**src/rtl/alu_pkg.sv**
```systemverilog
// ALU operation codes shared by the ALU-control decoder and the execute stage.
// Extended codes exist only when ALU_EXT_OPS_EN is defined.
package alu_pkg;

    typedef logic [3:0] alu_op_t;

    localparam alu_op_t ALU_AND = 4'b0000;
    localparam alu_op_t ALU_OR  = 4'b0001;
    localparam alu_op_t ALU_ADD = 4'b0010;
    localparam alu_op_t ALU_SUB = 4'b0110;
    localparam alu_op_t ALU_SLT = 4'b0111;

`ifdef ALU_EXT_OPS_EN
    localparam alu_op_t ALU_XOR  = 4'b0011;
    localparam alu_op_t ALU_SLTU = 4'b1000;
    localparam alu_op_t ALU_SLL  = 4'b0100;
    localparam alu_op_t ALU_SRL  = 4'b0101;
    localparam alu_op_t ALU_SRA  = 4'b1101;
`endif

endpackage

```
**src/rtl/alu_core.sv**
```systemverilog
// Combinational ALU datapath: op code and operands to result and zero flag.
// ALU_EXT_OPS_EN adds XOR/SLTU/shifts; otherwise those codes compute ADD.
module alu_core
    import alu_pkg::*;
#(
    parameter int unsigned XLEN = 32
) (
    input  alu_op_t           alu_control_i,
    input  logic [XLEN-1:0]   a_i,
    input  logic [XLEN-1:0]   b_i,
    output logic [XLEN-1:0]   result_c_o,
    output logic              zero_c_o
);

`ifdef ALU_EXT_OPS_EN
    localparam int unsigned SHW = $clog2(XLEN);
    logic [SHW-1:0] shamt;
    assign shamt = b_i[SHW-1:0];
`endif

    logic slt_c;
    assign slt_c = $signed(a_i) < $signed(b_i);

    always_comb begin
        result_c_o = a_i + b_i;
        case (alu_control_i)
            ALU_AND:  result_c_o = a_i & b_i;
            ALU_OR:   result_c_o = a_i | b_i;
            ALU_ADD:  result_c_o = a_i + b_i;
            ALU_SUB:  result_c_o = a_i + ~b_i + XLEN'(1);
            ALU_SLT:  result_c_o = {{(XLEN-1){1'b0}}, slt_c};
`ifdef ALU_EXT_OPS_EN
            ALU_XOR:  result_c_o = a_i ^ b_i;
            ALU_SLTU: result_c_o = {{(XLEN-1){1'b0}}, (a_i < b_i)};
            ALU_SLL:  result_c_o = a_i << shamt;
            ALU_SRL:  result_c_o = a_i >> shamt;
            ALU_SRA:  result_c_o = XLEN'($signed(a_i) >>> shamt);
`endif
            default:  result_c_o = a_i + b_i;
        endcase
    end

    assign zero_c_o = (result_c_o == '0);

endmodule

```
**src/rtl/alu_exec_stage.sv**
```systemverilog
// Registered ALU execute stage with output register plus one-entry skid buffer.
// Optional ALU_EXT_OPS_EN enables extended op codes in alu_core.
module alu_exec_stage
    import alu_pkg::*;
#(
    parameter int unsigned XLEN  = 32,
    parameter int unsigned TAG_W = 5
) (
    input  logic              clk,
    input  logic              reset,
    input  logic              in_valid,
    output logic              in_ready,
    input  alu_op_t           alu_control,
    input  logic [XLEN-1:0]   src_a,
    input  logic [XLEN-1:0]   src_b,
    input  logic [TAG_W-1:0]  tag_in,
    output logic              out_valid,
    input  logic              out_ready,
    output logic [XLEN-1:0]   result,
    output logic              zero,
    output logic [TAG_W-1:0]  tag_out
);

    logic [XLEN-1:0]  alu_result_c;
    logic             alu_zero_c;

    alu_core #(.XLEN(XLEN)) u_alu_core (
        .alu_control_i (alu_control),
        .a_i           (src_a),
        .b_i           (src_b),
        .result_c_o    (alu_result_c),
        .zero_c_o      (alu_zero_c)
    );

    logic             or_valid_q, or_valid_d;
    logic [XLEN-1:0]  or_result_q, or_result_d;
    logic             or_zero_q, or_zero_d;
    logic [TAG_W-1:0] or_tag_q, or_tag_d;
    logic             sk_valid_q, sk_valid_d;
    logic [XLEN-1:0]  sk_result_q, sk_result_d;
    logic             sk_zero_q, sk_zero_d;
    logic [TAG_W-1:0] sk_tag_q, sk_tag_d;

    logic accept_c;
    logic drain_c;

    assign accept_c = in_valid && !sk_valid_q;
    assign drain_c  = or_valid_q && out_ready;

    // OR refills from SK first to keep FIFO order; new ops go to SK only when OR is stuck
    always_comb begin
        or_valid_d  = or_valid_q;
        or_result_d = or_result_q;
        or_zero_d   = or_zero_q;
        or_tag_d    = or_tag_q;
        sk_valid_d  = sk_valid_q;
        sk_result_d = sk_result_q;
        sk_zero_d   = sk_zero_q;
        sk_tag_d    = sk_tag_q;
        if (!or_valid_q || drain_c) begin
            if (sk_valid_q) begin
                or_valid_d  = 1'b1;
                or_result_d = sk_result_q;
                or_zero_d   = sk_zero_q;
                or_tag_d    = sk_tag_q;
                sk_valid_d  = 1'b0;
            end else if (accept_c) begin
                or_valid_d  = 1'b1;
                or_result_d = alu_result_c;
                or_zero_d   = alu_zero_c;
                or_tag_d    = tag_in;
            end else begin
                or_valid_d  = 1'b0;
            end
        end else if (accept_c) begin
            sk_valid_d  = 1'b1;
            sk_result_d = alu_result_c;
            sk_zero_d   = alu_zero_c;
            sk_tag_d    = tag_in;
        end
    end

    always_ff @(posedge clk) begin
        if (reset) begin
            or_valid_q  <= 1'b0;
            or_result_q <= '0;
            or_zero_q   <= 1'b0;
            or_tag_q    <= '0;
            sk_valid_q  <= 1'b0;
            sk_result_q <= '0;
            sk_zero_q   <= 1'b0;
            sk_tag_q    <= '0;
        end else begin
            or_valid_q  <= or_valid_d;
            or_result_q <= or_result_d;
            or_zero_q   <= or_zero_d;
            or_tag_q    <= or_tag_d;
            sk_valid_q  <= sk_valid_d;
            sk_result_q <= sk_result_d;
            sk_zero_q   <= sk_zero_d;
            sk_tag_q    <= sk_tag_d;
        end
    end

    assign in_ready  = !sk_valid_q;
    assign out_valid = or_valid_q;
    assign result    = or_result_q;
    assign zero      = or_zero_q;
    assign tag_out   = or_tag_q;

endmodule
```
**config.mk**
```make
export PLATFORM = sky130hd
export DESIGN_NAME = alu_exec_stage
export DESIGN_NICKNAME = d
export VERILOG_FILES = /design/src/rtl/alu_pkg.sv /design/src/rtl/alu_core.sv /design/src/rtl/alu_exec_stage.sv
export SDC_FILE = /design/constraint.sdc
export NUM_CORES = 1
export LEC_CHECK = 0
export CAP_MARGIN = 5
export CORE_UTILIZATION = 40
export CTS_CLUSTER_DIAMETER = 200
export DETAILED_ROUTE_END_ITERATION = 12
export MAX_ROUTING_LAYER = met4
export PLACE_DENSITY = 0.74
export RECOVER_POWER = 50
export SYNTH_ARGS = -nofsm -noshare
export SYNTH_HDL_FRONTEND = slang
export SYNTH_SLANG_ARGS = --single-unit
```
**constraint.sdc**
```tcl
create_clock -name clk -period 3.6 [get_ports clk]
set_input_delay 0.36 -clock clk [delete_from_list [all_inputs] [get_ports clk]]
set_output_delay 0.36 -clock clk [all_outputs]
set_load 0.02 [all_outputs]
```
* Word level (Yosys, flattened, before mapping)
Cells that the tools add are included.
** Storage, ports and cells
- Register bits after elaboration :: 78
- Bits of input ports :: 77
- Output and inout bits :: 40
- Word-level logic and storage cells :: 39
** Cells by class
- $add $sub $neg :: 3
- Magnitude comparators :: 1
- Equality and inequality tests :: 3
- Multiplexer cells :: 9
- Bitwise gates (word level) :: 4
- Reduce and logical (&&, ||, !) cells :: 11
** Operator list (count)
- 32-bit case mux with 4 select lines :: 1
- 32-bit adder :: 2
- 32-bit 2-to-1 mux :: 2
- 32-bit by 1-bit adder with 32-bit output (second input constant) :: 1
- 32-bit AND :: 1
- 32-bit zero test :: 1
- 32-bit < comparator :: 1
- 32-bit inverter :: 1
- 32-bit OR :: 1
- 5-bit 2-to-1 mux :: 2
- 4-bit by 3-bit == test with 1-bit output (second input constant) :: 2
- 4-bit by 1-bit == test with 1-bit output (second input constant) :: 1
- 4-bit zero test :: 1
- 1-bit 2-to-1 mux :: 4
- 2-bit AND reduction :: 2
- 1-bit logical AND :: 2
- 1-bit zero test :: 2
- 2-bit nonzero test :: 1
- 2-bit OR reduction :: 1
- 1-bit logical OR :: 1
- 1-bit inverter :: 1

* Depth between registers and ports, before layout
- Word-level depth :: 7
- Mapped depth :: 14
- Gate-level depth less buffers :: 14

* By module
Synthesis repeated with hierarchy kept, for this count alone.
** Second synthesis, totals
- Cell total of the unflattened synthesis :: 1180
- Area, all modules :: 8717.1 µm²
** Modules (own cells, without submodules)
- alu_core :: times used 1, cells each 830, area each 5487.8 µm², seq. area each 0.0 µm²
- alu_exec_stage :: times used 1, cells each 350, area each 3229.3 µm², seq. area each 1561.5 µm²

* Worst setup path after synthesis
No wires, ideal clock.
- Path kind :: input -> register
- Start point :: input src_a[0]
- End point :: register sk_zero_q
- Setup time :: 0.059 ns
- Arrival time :: 3.456 ns
- Data required time :: 3.541 ns
- Path slack :: 0.085 ns
- Stages on the path :: 14
- Path buffers :: 0
- Cell sequence :: ha_1 inv_1 fa_1 nand2b_1 a211oi_2 o21ai_1 a21boi_0 nor2_1 a221oi_1 o21bai_1 or4_1 or4_1 nor4_2 a31o_1
** Between the ends
- Longest elaborated chain between the ends :: 4
- Elaborated cells between the ends (all ways) :: 8
- Classes of those cells :: 3 x add/sub; 1 x order compare; 1 x mux; 2 x bitwise; 1 x reduce/logical
** Ends and longest elaborated chain
- from (decl) :: line alu_exec_stage.sv:14 : input logic [XLEN-1:0] src_a,
- 32-bit adder :: line alu_core.sv:30 : ALU_SUB: result_c_o = a_i + ~b_i + XLEN'(1);
- 32-bit by 1-bit adder with 32-bit output :: line alu_core.sv:30
- 32-bit case mux with 4 select lines * :: line alu_core.sv:26 : case (alu_control_i)
- 32-bit zero test * :: line alu_core.sv:43 : assign zero_c_o = (result_c_o == '0);
- to (signal assigned) :: line alu_exec_stage.sv:100 : sk_zero_q <= sk_zero_d;
- to (decl) :: line alu_exec_stage.sv:41 : logic sk_zero_q, sk_zero_d;
Every way passes the cells marked *; elsewhere a longest branch is shown, timed or not.
A chain may end at the register's enable or synchronous reset.

* Worst setup path in the final report
- Start point :: input src_b[11]
- End point :: register sk_zero_q
** Between the ends
- Longest elaborated chain between the ends :: 5
- Elaborated cells between the ends (all ways) :: 9
- Classes of those cells :: 3 x add/sub; 1 x order compare; 1 x mux; 3 x bitwise; 1 x reduce/logical
** Ends and longest elaborated chain
- from (decl) :: line alu_exec_stage.sv:15 : input logic [XLEN-1:0] src_b,
- 32-bit inverter :: line alu_core.sv:30
- 32-bit adder :: line alu_core.sv:30
- 32-bit by 1-bit adder with 32-bit output :: line alu_core.sv:30
- 32-bit case mux with 4 select lines * :: line alu_core.sv:26
- 32-bit zero test * :: line alu_core.sv:43
Marked as above.

==> run metrics <==
outcome completed; Reg area between 1500 and 2000 sq um; Area after DPL 12,000 sq um; # DRC 0; CTS H-tree lvls 3; Hold EP result[10]; Yosys reg bits 78; max-cap violation count 0; port bufs 116; crit-path cells dlygate4sd2_1, inv_2, ha_4, or4_4, or3_1, a21oi_2, nor3_2, xnor2_1, o221ai_1, or4_1, or4_4, nor4_4, a31o_1; Synthesized Nets between 1,000 and 1,500; Hold Path Depth 2; register area share after synthesis 0.183; Setup crit start src_b[11]; Sink Count 78; CTS Hold Bufs 0; CTS Root Buffer Type clkbuf_16; Synth Instances ~1,200; fmax 286 MHz; Ys Warns 0; effective utilization at floorplan 0.407; class of the worst hold path reg2reg; num rows 53; Via-to-Cell Ratio 5.60; Filler cells 1,833; ANT nets after route 0; Final GP Congestion 1.03; fin cells ~1,900; initial antenna violation count 0; async set-reset flop share out of synthesis 0; Final Util 0.635; Pwr per Cell Area between 200 and 300 nW/um^2; Die X 148 um; R2R setup slack 1320 ps; footprint of the multi-input gates 7140 sq um; Die Area roughly 22,000 sq um; antenna cells 0; EDFF count, synth 0; endpoints failing hold 0; DR iter-0 viols roughly 960; Cell Area, Synth roughly 8500 sq um; CTS clk-pin slew, worst paths 60 ps; worst path arrival time 3780 ps; Hold Path Origin result[10]; critical path class in2reg; worst-case vdd ir drop 0.236 mV; Distinct cells, synth between 70 and 80; CTS Buf Count 9; drt first pass iters 7; Area contributors post-synth dfxtp_1, ha_1, a21oi_1; crit path max fanout 2; Setup crit start kind primary input; Post-Route WL 32,600 um; Die Height ~150 um; Worst Setup End Kind flip-flop; post-placement setup slack -906 ps; final instance area roughly 13,000 sq um; Detail Placement HPWL 25,000 um; Synth top area share 0.183; crit path max-delay cell type or4_1; Synth area leader dfxtp_1; Post-synth top flop dfxtp_1; Min Clock Period, post-route 3500 ps; # placed instances between 1,500 and 2,000; vias in the first global route 10,140; Core Area 21,000 sq um; period utilization 0.971; setup TNS 0 ps; CTS Buffer Depth 2; endpoints failing setup 0; critical path's most frequent cell or4_4; count leader, synth nand2_1; CP max stage delay ~550 ps; top cells by count, synth nand2_1, a21oi_1, nor2_1; Worst-Margin Slew 891 ps; required time of the critical path 3880 ps; CTS tree yes; reg2reg path depth 4; RR Endpoint sk_result_q[28]; total congestion overflow 0; I/O pin total 117; routed vias 10,592; Layout Nets 1,788; max_slew headroom 0.404; P_leak roughly 5.9 nW; clock skew 6.02 ps; layout cell share with drive strength beyond 1 0.322; Slew Viols, Final 0; Layout Area Growth over Synthesis 55.8%; Mapped Avg Cell Area 6.87 sq um; largest net degree at the start of global routing approximately 80; Total Routing Usage GR 0.303; Final WS setup between 100 and 150 ps; FF-to-FF Start sk_valid_q; drt wl/cell between 15 and 20 um; Worst-Skew Late Latency 330 ps; global-route wire length before repair 52,200 um
through the flow:
stage / hold WS (ps) / power [W]
3_3_place_gp: 438 / 0.00271
5_1_grt: 464 / 0.00406
2_1_floorplan: 431 / 0.00187
6_report: 449 / 0.00384
4_1_cts: 452 / 0.00371
3_5_place_dp: 446 / 0.00273
cell families (layout without fill, tap and decap cells):
group | after synthesis | in the layout | synth area share
flops | 78 | 78 | 0.183
xor+xnor | 6 | 6 | 0.00616
compound gates | 423 | 423 | 0.323
mux | 17 | 17 | 0.0199
fa+ha+maj | 98 | 98 | 0.145
buf+inv | 181 | 555 | 0.0830
simple gates | 440 | 440 | 0.239
metal layers:
layer | global-route usage | share of wire
met3 | 0.0383 | 0.065
met1 | 0.398 | 0.45
met5 | - | 0
met2 | 0.482 | 0.46
met4 | 0.0959 | 0.029
layout make-up:
cell class,instances,area share
multi-input combinational,984,0.537
timing repair buffer,445,0.271
sequential,78,0.117
inverter,95,0.0268
tap,275,0.0259
clock buffer,11,0.0182
clock inverter,4,0.00357
critical path: cells and delay by family:
kind                       cells  cell delay, ps
and+or+nand+nor                6            2160
AOI/OAI and AO/OA              3             530
buffers and inverters          2             340
adders and majority gates      1             200
xor gates and xnor gates       1             190
report_power, final:
part / internal [W] / switching (W)
Clock: 0.000549 / 0.000332
Sequential: 0.000923 / 0.0000291
Combinational: 0.000953 / 0.00106
Total: 0.00242 / 0.00142
sequential cells by signal (all words and copies together), names as in the netlist:
signal and cells:
out_valid 1, result 32, sk_result_q 32, sk_tag_q 5, sk_valid_q 1, sk_zero_q 1
tag_out 5, zero 1
layout by cell type, fill, tap and decap left out, drive strengths merged, types with 21 or more instances in the layout:
cell           netlist  final
nor3                32     32
clkdlybuf4s50        0     41
dfxtp               78     78
o21ai               74     74
nor2               133    133
a211oi              48     48
dlygate4sd3          0     41
o211ai              21     21
inv                 95     95
ha                  96     96
nand2              154    154
buf                 23    330
a21oi              141    141
how the worst max path moves through the flow:
stage,endpoint,slack (ps)
detailed placement,zero,-910
floorplan,sk_zero_q,80
global route,sk_zero_q,-20
CTS,zero,2
finish,sk_zero_q,100
global placement,zero,-880
timing repair:
item	4_1_cts	5_1_grt
endpoints found under the hold margin	0	0
gates cloned	0	1
setup endpoints to repair	8	12
setup buffers	17	13
pin swaps	34	46
resized for setup	119	110
(Power assumes the default switching activity.)
